`src/rtl/ahb_result_writer.sv`:
```
`default_nettype none
// ============================================================================
// Module   : ahb_result_writer
// Purpose  : AHB-Lite write initiator. Drains a valid/ready word stream of
//            results into DRAM as single-beat-per-word INCR write bursts.
//            Honours HREADY wait states, restarts the burst (NONSEQ) at
//            every 1 KB boundary and after idle gaps, and aborts cleanly on
//            a two-cycle HRESP ERROR response.
// Ports    : HCLK, HRESETn (synchronous, active low)
//            start, base_addr, len_words      - transfer request
//            busy, done, error                - transfer status
//            src_valid, src_data, src_ready   - result word stream
//            HADDR, HTRANS, HWRITE, HSIZE, HBURST, HPROT, HMASTLOCK, HWDATA,
//            HREADY, HRESP                    - AHB-Lite master interface
//            wait_cycles (only when RESULT_WRITER_WAITCNT_EN is defined) -
//            number of busy cycles with HREADY low, saturating.
// Options  : RESULT_WRITER_WAITCNT_EN enables the wait-state counter port.
// Revision : 1.0 - initial release
// ============================================================================
module ahb_result_writer #(
  parameter int LEN_W = 16
) (
  input  logic             HCLK,
  input  logic             HRESETn,
  input  logic             start,
  input  logic [31:0]      base_addr,
  input  logic [LEN_W-1:0] len_words,
  output logic             busy,
  output logic             done,
  output logic             error,
  input  logic             src_valid,
  input  logic [31:0]      src_data,
  output logic             src_ready,
  output logic [31:0]      HADDR,
  output logic [1:0]       HTRANS,
  output logic             HWRITE,
  output logic [2:0]       HSIZE,
  output logic [2:0]       HBURST,
  output logic [3:0]       HPROT,
  output logic             HMASTLOCK,
  output logic [31:0]      HWDATA,
  input  logic             HREADY,
  input  logic             HRESP
`ifdef RESULT_WRITER_WAITCNT_EN
  ,
  output logic [31:0]      wait_cycles
`endif
);

  localparam logic [1:0] ST_IDLE  = 2'd0;
  localparam logic [1:0] ST_RUN   = 2'd1;
  localparam logic [1:0] ST_DRAIN = 2'd2;
  localparam logic [1:0] ST_ERR   = 2'd3;

  localparam logic [1:0] TR_IDLE   = 2'b00;
  localparam logic [1:0] TR_NONSEQ = 2'b10;
  localparam logic [1:0] TR_SEQ    = 2'b11;

  logic [1:0]       state;
  logic [31:0]      addr;
  logic [LEN_W-1:0] addr_left;
  logic             seq_ok;     // previous address phase was an accepted beat
  logic             dp_valid;   // one data phase outstanding
  logic [31:0]      wdata;
  logic             err_resp;
  logic             addr_req;
  logic             accept;

  // An ERROR response in the current data phase cancels any address phase
  // we would otherwise present this cycle.
  assign err_resp = dp_valid & HRESP;
  assign addr_req = (state == ST_RUN) & src_valid & (addr_left != '0) & ~err_resp;
  assign accept   = addr_req & HREADY;

  always_comb begin
    HTRANS = TR_IDLE;
    if (addr_req) begin
      // Burst continues only straight after an accepted beat and never
      // across a 1 KB boundary.
      if (seq_ok && (addr[9:0] != 10'd0)) HTRANS = TR_SEQ;
      else                                HTRANS = TR_NONSEQ;
    end
  end

  assign busy      = (state != ST_IDLE);
  assign src_ready = accept;
  assign HADDR     = addr;
  assign HWDATA    = wdata;
  assign HWRITE    = busy;
  assign HSIZE     = 3'b010;
  assign HBURST    = 3'b001;
  assign HPROT     = 4'b0011;
  assign HMASTLOCK = 1'b0;

  always_ff @(posedge HCLK) begin
    if (!HRESETn) begin
      state     <= ST_IDLE;
      addr      <= 32'd0;
      addr_left <= '0;
      seq_ok    <= 1'b0;
      dp_valid  <= 1'b0;
      wdata     <= 32'd0;
      done      <= 1'b0;
      error     <= 1'b0;
    end else begin
      done <= 1'b0;

      case (state)
        ST_IDLE: begin
          if (start) begin
            error <= 1'b0;
            if (len_words != '0) begin
              addr      <= {base_addr[31:2], 2'b00};
              addr_left <= len_words;
              seq_ok    <= 1'b0;
              state     <= ST_RUN;
            end else begin
              done <= 1'b1;
            end
          end
        end

        ST_RUN: begin
          if (err_resp) begin
            if (HREADY) begin
              error <= 1'b1;
              done  <= 1'b1;
              state <= ST_IDLE;
            end else begin
              state <= ST_ERR;
            end
          end else if (accept) begin
            addr      <= addr + 32'd4;
            addr_left <= addr_left - LEN_W'(1);
            seq_ok    <= 1'b1;
            if (addr_left == LEN_W'(1)) state <= ST_DRAIN;
          end else if (!addr_req) begin
            seq_ok <= 1'b0;
          end
        end

        ST_DRAIN: begin
          if (dp_valid && HREADY) begin
            done  <= 1'b1;
            state <= ST_IDLE;
            if (HRESP) error <= 1'b1;
          end else if (err_resp) begin
            state <= ST_ERR;
          end
        end

        ST_ERR: begin
          // Second cycle of the ERROR response ends the transfer.
          if (HREADY) begin
            error <= 1'b1;
            done  <= 1'b1;
            state <= ST_IDLE;
          end
        end

        default: state <= ST_IDLE;
      endcase

      // Data phase pipeline: the accepted word is driven one cycle later and
      // held until the slave completes that data phase.
      if (accept) begin
        dp_valid <= 1'b1;
        wdata    <= src_data;
      end else if (HREADY) begin
        dp_valid <= 1'b0;
      end
    end
  end

`ifdef RESULT_WRITER_WAITCNT_EN
  always_ff @(posedge HCLK) begin
    if (!HRESETn) begin
      wait_cycles <= 32'd0;
    end else if ((state == ST_IDLE) && start) begin
      wait_cycles <= 32'd0;
    end else if (busy && !HREADY && (wait_cycles != 32'hFFFF_FFFF)) begin
      wait_cycles <= wait_cycles + 32'd1;
    end
  end
`endif

endmodule
`default_nettype wire

```
`config.mk`:
```
export PLATFORM = sky130hd
export DESIGN_NAME = ahb_result_writer
export DESIGN_NICKNAME = d
export VERILOG_FILES = /design/src/rtl/ahb_result_writer.sv
export SDC_FILE = /design/constraint.sdc
export NUM_CORES = 1
export LEC_CHECK = 0
export CAP_MARGIN = 10
export CELL_PAD_IN_SITES_DETAIL_PLACEMENT = 0
export CELL_PAD_IN_SITES_GLOBAL_PLACEMENT = 1
export CORE_ASPECT_RATIO = 0.75
export CORE_MARGIN = 5
export CORE_UTILIZATION = 26
export DETAILED_ROUTE_END_ITERATION = 12
export PLACE_DENSITY = 0.77
export SYNTH_ARGS = -nofsm -noshare
export SYNTH_HDL_FRONTEND = slang
export SYNTH_SLANG_ARGS = --single-unit
```
`constraint.sdc`:
```
create_clock -name HCLK -period 3.6 [get_ports HCLK]
set_clock_uncertainty 0.2 [all_clocks]
set_input_delay 0.9 -clock HCLK [delete_from_list [all_inputs] [get_ports HCLK]]
set_output_delay 0.9 -clock HCLK [all_outputs]
set_load 0.01 [all_outputs]
```
==> results.md, run 1 <==
* Outcome: completed
* CP endpoint kind: primary output
* Initial antenna violation count at 2
* Estimated wirelength of the detail-placed design at around 13,000 um
* Final Instance Area at roughly 6900 um^2
* Post-route clock period utilization at 0.9729
* Num rows at 42
* Sink Count at 84
* Post-synth top area cell: dfxtp_1
* Number of synthesized flops with an enable pin at 0
* Final setup vio count at 0
* Area share of the largest cell type after synthesis at 0.3559
* Die area at between 20,000 and 25,000 um^2
* Most common cell after layout, fill and taps aside: clkdlybuf4s50_1
* Hold buffer count at CTS at 0
* Final Critical Period at about 3.5 ns
* Gr usage total at 0.1665
* Post-synthesis cell type count at 57
* Gpl congestion at 0.8426
* Setup TNS at 0 ns
* RSZ-0062 raised after global routing: false
* Num ports at ~170
* Antenna Nets Post-Route at 0
* Core area at between 15,000 and 20,000 um^2
* Post-route insts no fill at slightly above 1,000
* Number of inserted diodes at 0
* Clk root buf: clkbuf_16
* Register-to-register setup slack at ~0.8 ns
* Initial DRT Pass Iterations at 5
* Share of cells above drive strength 1 at 0.07918
* Worst setup margin at just under 0.1 ns
* Worst-Margin Slew at about 0.69 ns
* Die X at 165.7 um
* Number of post-CTS setup repair buffers at 0
* Critical Path RT at approximately 2.5 ns
* Placed cell area at 6545 um^2
* FFs w/ async S/R, synth at 0
* Ys flop type: dfxtp_1
* Placed cells at slightly above 1,000
* Max Buffers Root-to-Sink at 2
* H-tree depth at 3
* Largest net degree at the start of global routing at 64
* Initial Util at 0.2660
* F_max at approximately 290 MHz
* Final wirelength at 18,190 um
* Tot Pwr at between 3 and 4 mW
* Clk pin slew, worst setup/hold paths at 0.06 ns
* Final Slew Violations at 0
* First-pass GRT wire length at 28,550 um
* Lkg Pwr at 2.401 nW
* Mapped Cells at 640
* Peak supply drop at between 0.15 and 0.2 mV
* Hold crit path type: reg2reg
* I/O Buffers at 152
* Worst Path Max Fanout at 3
* Number of buffers created by CTS at 9
* Max_slew headroom at 0.5368
* Vias at between 5,000 and 6,000
* Post-DR wirelength/cell at about 18 um
* Crit path launch type: input port
* Clock Latency Late Sink at approximately 0.35 ns
* Yosys warning count at 0
* First DRT Iteration DRCs at approximately 470
* Synthesized cell area at 4725 um^2
* Cell area power density at 450.2 nW/um^2
* CTS tree: done
* Final Core Density at 0.3867
* Hold Worst Slack at ~0.25 ns
* Vias in the first global route at between 5,000 and 6,000
* Mapped Avg Cell Area at 7.382 um^2
* Final Hold Viols at 0
* GRT overflow at 0
* Die height at approximately 130 um
* Vias per Instance at roughly 5.3
* Nets at slightly below 900
* #FFs+latches synth at between 80 and 90
* Critical path arrival at between 2 and 2.5 ns
* Layout area overhead at 45.37%
* Maxcap violations at 0
* DP Worst Slack at ~0.031 ns
* WS Path Type: in2out
* DRC viols at 0
* Most frequent cells in the layout: 151 x clkdlybuf4s50_1, 125 x nand2_1, 83 x dfxtp_1, 73 x a21oi_1, 37 x nor2_1
* Top cells by area, synth: dfxtp_1 36%, nand2_1 9.9%, a21oi_1 7.8%, o31ai_1 4.0%, clkbuf_1 3.5%
* Register area share after synthesis at 0.3559
sequential cells by signal (all words and copies together) (netlist names):
register and count:
HWDATA 32, seq_ok 1, HADDR 30, dp_valid 1
addr_left 16, done 1, state 2, error 1
power by group:
| part | total, mW | leakage (nW) | internal (mW) | switching [mW] |
|---|---|---|---|---|
| Sequential | 1.14 | 0.686 | 1.02 | 0.124 |
| Combinational | 0.964 | 1.56 | 0.433 | 0.531 |
| Clock | 0.986 | 0.156 | 0.595 | 0.391 |
Yosys cell counts, drive strengths merged, types with 6 or more instances:
cell / instances
o31ai: 25
nand4: 24
a211oi: 10
nand2: 125
o32ai: 6
clkbuf: 44
nor4: 15
buf: 21
or4: 6
dfxtp: 84
nor3: 13
nor2: 37
o31a: 8
a21oi: 74
inv: 14
o21ai: 16
a31oi: 7
o311ai: 6
nand3: 29
worst paths after layout:
path	from	endpoint	depth (start not counted)
hold / removal	HWDATA[28]$_SDFFE_PN0P_	HWDATA[28]$_SDFFE_PN0P_	2
hold reg to reg	HWDATA[28]$_SDFFE_PN0P_	HWDATA[28]$_SDFFE_PN0P_	2
setup / recovery	HRESP	HTRANS[0]	6
setup reg to reg	state[0]$_SDFFE_PN0P_	addr_left[15]$_SDFFE_PN0P_	6
layer usage:
| layer | up-vias | wire length (um) | global-route usage |
|---|---|---|---|
| met4 | 4 | 172 | 0.03298 |
| met2 | 192 | 7635 | 0.2392 |
| li1 | 2623 | - | - |
| met3 | 19 | 1352 | 0.05163 |
| met5 | - | 27 | 0 |
| met1 | 2562 | 8997 | 0.2453 |
kinds of logic (layout without fill, tap and decap cells):
logic type,count (synthesis),after routing,synth area share
AOI/OAI and AO/OA,200,200,0.2852
adders and majority gates,5,5,0.01324
buffers and inverters,79,211,0.07468
DFF,84,84,0.3559
other,2,13,0.001590
and+or+nand+nor,270,270,0.2693
cell type report:
class | count | area [um^2]
clock inverter | 3 | 43.79
sequential | 84 | 1683
inverter | 14 | 52.55
tap | 242 | 302.8
clock buffer | 13 | 270.3
multi-input combinational | 488 | 2761
timing repair buffer | 181 | 1754
fill | 1861 | 10890
critical path, cell delays in order:
cell             delay, ns
clkdlybuf4s50_1       0.43
nand2_1               0.11
nand2_1               0.09
nor3b_2               0.18
and3_1                0.17
clkdlybuf4s50_1       0.53
repair_timing:
action	in CTS	in global routing
resized for setup	0	3
endpoints found under the setup margin	0	3
endpoints found under the hold margin	0	0
(Power assumes the default switching activity.)
==> run 2: changes to the inputs <==
Settings changed: CORE_UTILIZATION 26 to 35, DONT_BUFFER_PORTS set to 1, PLACE_DENSITY 0.77 to 0.74.
Clock period 3.6 ns to 3.3 ns, I/O delays scaled along.
==> run 2 against run 1 <==
Effect of this change:
- global-route usage up 3.5 points
- critical endpoint unchanged
- via count down 7.9%
- first-iteration DRC count down 10%
- worst setup slack better by 0.12 ns
==> results.md, run 2 (synthesis results as in run 1) <==
* Outcome: completed
* Layout area overhead at 9.958%
* RSZ-0062 raised after global routing: false
* DRC viols at 0
* Most common cell after layout, fill and taps aside: nand2_1
* Most frequent cells in the layout: 125 x nand2_1, 84 x dfxtp_1, 73 x a21oi_1, 37 x nor2_1, 29 x nand3_1
* Initial DRT Pass Iterations at 4
* Clk pin slew, worst setup/hold paths at ~0.070 ns
* Sink Count at 84
* Grt met3 use at 0.07606
* Register-to-register setup slack at between 0.6 and 0.7 ns
* Flop pwr share at 0.407
* Reg2Reg Depth at 5
* Critical R2R Launch: addr_left[8]$_SDFFE_PN0P_
* Hold crit path type: reg2reg
* Core area at approximately 13,000 um^2
* F_max at approximately 320 MHz
* Worst r2r dst: addr_left[15]$_SDFFE_PN0P_
* Num rows at 36
* Hold buffer count at CTS at 0
* Worst-Margin Slew at ~0.67 ns
* Die X at roughly 140 um
* Final Slew Violations at 0
* Gr usage total at 0.2013
* Crit path launch type: flop
* CTS tree: done
* Max Buffers Root-to-Sink at 2
* First DRT Iteration DRCs at about 420
* Met1 usage at 0.2820
* Num ports at 168
* Max_slew headroom at 0.5495
* Estimated wirelength of the detail-placed design at 11,730 um
* Critical path arrival at between 2 and 2.5 ns
* Switch share at 0.3427
* Setup TNS at 0 ns
* Hold path startpoint: seq_ok$_SDFFE_PN0P_
* Worst Path Max Fanout at 4
* Cell area power density at 603.5 nW/um^2
* Global Route met2 Usage at 0.2901
* Vias in the first global route at about 4,600
* Clock Latency Late Sink at 0.34 ns
* WS Path Type: reg2out
* Critical Path RT at between 2 and 2.5 ns
* Max reg flops at 32
* Vias at 4,974
* Number of post-CTS setup repair buffers at 0
* Peak supply drop at between 0.2 and 0.3 mV
* Initial antenna violation count at 0
* Largest net degree at the start of global routing at 45
* Combinational power share at 0.242
* Vias per Instance at ~6.3
* Clk root buf: clkbuf_16
* CP endpoint kind: primary output
* First-pass GRT wire length at between 20,000 and 30,000 um
* Lkg Pwr at 1.777 nW
* Sw Pwr at 1.074 mW
* Post-DR wirelength/cell at between 20 and 25 um
* Final wirelength at ~17,000 um
* GRT overflow at 0
* Hold path endpoint: seq_ok$_SDFFE_PN0P_
* Final Hold Viols at 0
* Die area at around 16,000 um^2
* Antenna Nets Post-Route at 0
* Share of cells above drive strength 1 at 0.08494
* Clk pwr share at 0.352
* Maxcap violations at 0
* Gpl congestion at between 0.8 and 0.9
* Die height at around 110 um
* I/O Buffers at 0
* Hold Worst Slack at roughly 0.27 ns
* Most Crowded Layer GR: met2
* Initial Util at 0.3604
* Nets at 710
* Worst hold stages at 2
* H-tree depth at 3
* Post-route clock period utilization at 0.9339
* Number of buffers created by CTS at 9
* Post-CTS sizing at 0
* Pint at between 2 and 2.5 mW
* Final Critical Period at ~3 ns
* Final Core Density at 0.3963
* Final setup vio count at 0
* Number of inserted diodes at 0
-- run 2: how the worst max path moves through the flow --
stage,start,endpoint,cells after the start
floorplan,HREADY,src_ready,5
global placement,len_words[14],HADDR[24]$_SDFFE_PN0P_,6
detailed placement,len_words[14],HADDR[24]$_SDFFE_PN0P_,6
CTS,addr_left[0]$_SDFFE_PN0P_,HTRANS[0],7
global route,addr_left[0]$_SDFFE_PN0P_,HTRANS[0],7
finish,addr_left[0]$_SDFFE_PN0P_,HTRANS[0],7
-- run 2: layer usage --
layer  part of all wire  vias to the layer above
met2               0.43                      248
li1                   -                     2313
met4              0.016                        0
met1               0.44                     2389
met5                  0                        -
met3               0.11                       24
-- run 2: area by class of cell --
type | count | area (um^2)
multi-input combinational | 488 | 2763
fill | 1336 | 7913
clock inverter | 4 | 72.57
clock buffer | 12 | 246.5
inverter | 14 | 52.55
timing repair buffer | 22 | 165.2
tap | 171 | 214.0
sequential | 84 | 1682
-- run 2: through the flow --
step	power (mW)	instances	area, um^2	setup WS [ns]
after floorplan	1.811	651	4766	0.3521
after global placement	2.011	779	4876	0.5678
after detailed placement	2.035	779	4876	0.4504
after CTS	3.150	795	5195	0.2218
after global routing	3.304	795	5195	0.04857
final	3.135	795	5195	0.2182
-- run 2: power by group through the flow --
stage / Clock [mW] / Sequential [mW] / Combinational (mW)
2_1_floorplan: 0 / 1.25 / 0.563
3_3_place_gp: 0 / 1.29 / 0.720
3_5_place_dp: 0 / 1.29 / 0.740
4_1_cts: 1.13 / 1.27 / 0.743
5_1_grt: 1.18 / 1.29 / 0.837
6_report: 1.10 / 1.27 / 0.758
-- run 2: worst max-delay path: stages, from the launching register on --
cell	delay [ns]
dfxtp_1	0.39
inv_1	0.11
ha_1	0.24
nor3b_1	0.16
and4_1	0.25
nor3b_1	0.20
buf_4	0.16
and3_1	0.20
==> run 3: changes to the inputs <==
Settings changed: SETUP_SLACK_MARGIN set to 0.4.
==> run 3 against run 2 <==
Effect of this change:
- design area increased by 0.72%
- sequential power about the same
- maximum frequency increased by 8.7%
- die area unchanged
- non-clock buffer count increased by 2
- via count decreased by 1.0%
- flip-flop and latch count unchanged
- critical path depth unchanged
- total power decreased by 2.1%
- global-route usage increased by 0.24 points
- count of clock-buffer cells in the layout increased by 1
- worst setup slack improved by 0.25 ns
- largest cell class unchanged
==> results.md, run 3 (synthesis results as in run 1) <==
* Worst Path Max Fanout at 4
* Vias in the first global route at about 4,600
* Final Critical Period at roughly 2.8 ns
* Placed cells at 779
* Footprint of the multi-input gates at approximately 2800 um^2
* Tot Pwr at a little over 3 mW
* Max reg flops at 32
* I/O Buffers at 0
* First DRT Iteration DRCs at approximately 450
* Max_slew headroom at 0.4885
* Initial DRT Pass Iterations at 6
* Layout area overhead at 10.75%
* Setup TNS at 0 ns
* Vias at roughly 4,900
* WS Path Type: reg2out
* Final Slew Violations at 0
* Crit path launch type: flop
* Lkg Pwr at 1.794 nW
* Die height at 110.6 um
* Estimated wirelength of the detail-placed design at around 12,000 um
* Post-route insts no fill at 797
* Most frequent cells in the layout: 125 x nand2_1, 81 x dfxtp_1, 73 x a21oi_1, 37 x nor2_1, 29 x nand3_1
* Cell area power density at approximately 590 nW/um^2
* Outcome: completed
* Final wirelength at about 17,000 um
* Number of buffers created by CTS at 9
* DRC viols at 0
* Share of cells above drive strength 1 at 0.1086
* Reg area at 1685 um^2
* Filler Cell Count at ~1,400
* Num ports at approximately 170
* First-pass GRT wire length at 25,930 um
* Largest net degree at the start of global routing at 42
* Peak supply drop at about 0.27 mV
* Final setup vio count at 0
* Clk pin slew, worst setup/hold paths at 0.06 ns
* F_max at between 300 and 400 MHz
* Most common cell after layout, fill and taps aside: nand2_1
* Critical Path RT at about 2.3 ns
* Antenna Nets Post-Route at 0
* Clock Latency Late Sink at roughly 0.34 ns
* Num rows at 36
* GRT overflow at 0
* Initial antenna violation count at 0
* Critical path arrival at 1.81 ns
* Hold buffer count at CTS at 0
* CP endpoint kind: primary output
* Final Hold Viols at 0
* Post-DR wirelength/cell at 21.23 um
* Gr usage total at 0.2037
* Die area at about 16,000 um^2
* RSZ-0062 raised after global routing: false
* Vias per Instance at a little over 6
* H-tree depth at 3
* Die X at roughly 140 um
* Worst-Margin Slew at 0.7662 ns
* Sink Count at 84
* Clk root buf: clkbuf_16
* CTS tree: done
* Max Buffers Root-to-Sink at 2
* Core area at roughly 13,000 um^2
* Hold crit path type: reg2reg
* Maxcap violations at 0
* Post-route clock period utilization at 0.8592
* Number of inserted diodes at 0
* Nets at slightly above 700
* Gpl congestion at 0.9027
* Initial Util at 0.3604
* Hold Worst Slack at 0.2886 ns
==> run 3: final cells by class <==
cell class | count | area share
clock buffers | 13 | 0.05356
inverters | 14 | 0.01004
repair buffers | 24 | 0.03443
clock inverters | 3 | 0.003587
multi-input cells | 488 | 0.5354
well taps | 171 | 0.04089
flip-flops and latches | 84 | 0.3221
==> run 3: metal layers <==
metal  part of all wire  vias to the layer above  GRT usage
met4              0.010                        0    0.04475
li1                   -                     2320          -
met5                  0                        -          0
met1               0.43                     2383     0.2759
met3               0.11                       15    0.09248
met2               0.44                      206     0.2973
==> run 3: repair_timing <==
item,in CTS,in global routing
resized for setup,6,7
setup buffers,2,0
hold endpoints to repair,0,0
pin swaps,1,1
setup endpoints to repair,1,1
==> run 3: report_power, final <==
part           internal, mW  switching (mW)
sequential             1.11           0.167
combinational         0.285           0.497
clock                 0.592           0.418
total                  1.99            1.08
==> run 3: path summary, 6_finish.rpt <==
kind | start | end | slack (ns) | cells after the start
hold reg to reg | seq_ok$_SDFFE_PN0P_ | seq_ok$_SDFFE_PN0P_ | 0.29 | 2
hold / removal | seq_ok$_SDFFE_PN0P_ | seq_ok$_SDFFE_PN0P_ | 0.29 | 2
setup reg to reg | addr_left[8]$_SDFFE_PN0P_ | addr_left[15]$_SDFFE_PN0P_ | 0.61 | 5
setup / recovery | addr_left[0]$_SDFFE_PN0P_ | HTRANS[0] | 0.46 | 7
==> run 3: worst max-delay path: stages (launching register included) <==
cell and delay [ns]:
dfxtp_2 0.32, inv_1 0.11, ha_2 0.20, nor3b_4 0.21, and4_4 0.26, nor3b_2 0.05
buf_4 0.15, and3_4 0.18
==> run 3: through the flow <==
stage	utilization	setup WS [ns]	instance area, um^2
floorplan	-	0.4577	4767
CTS	0.3974	0.4017	5209
global placement	0.3720	0.4772	4876
global route	0.3992	0.3898	5233
finish	0.3992	0.4646	5233
detailed placement	0.3720	0.5491	4876
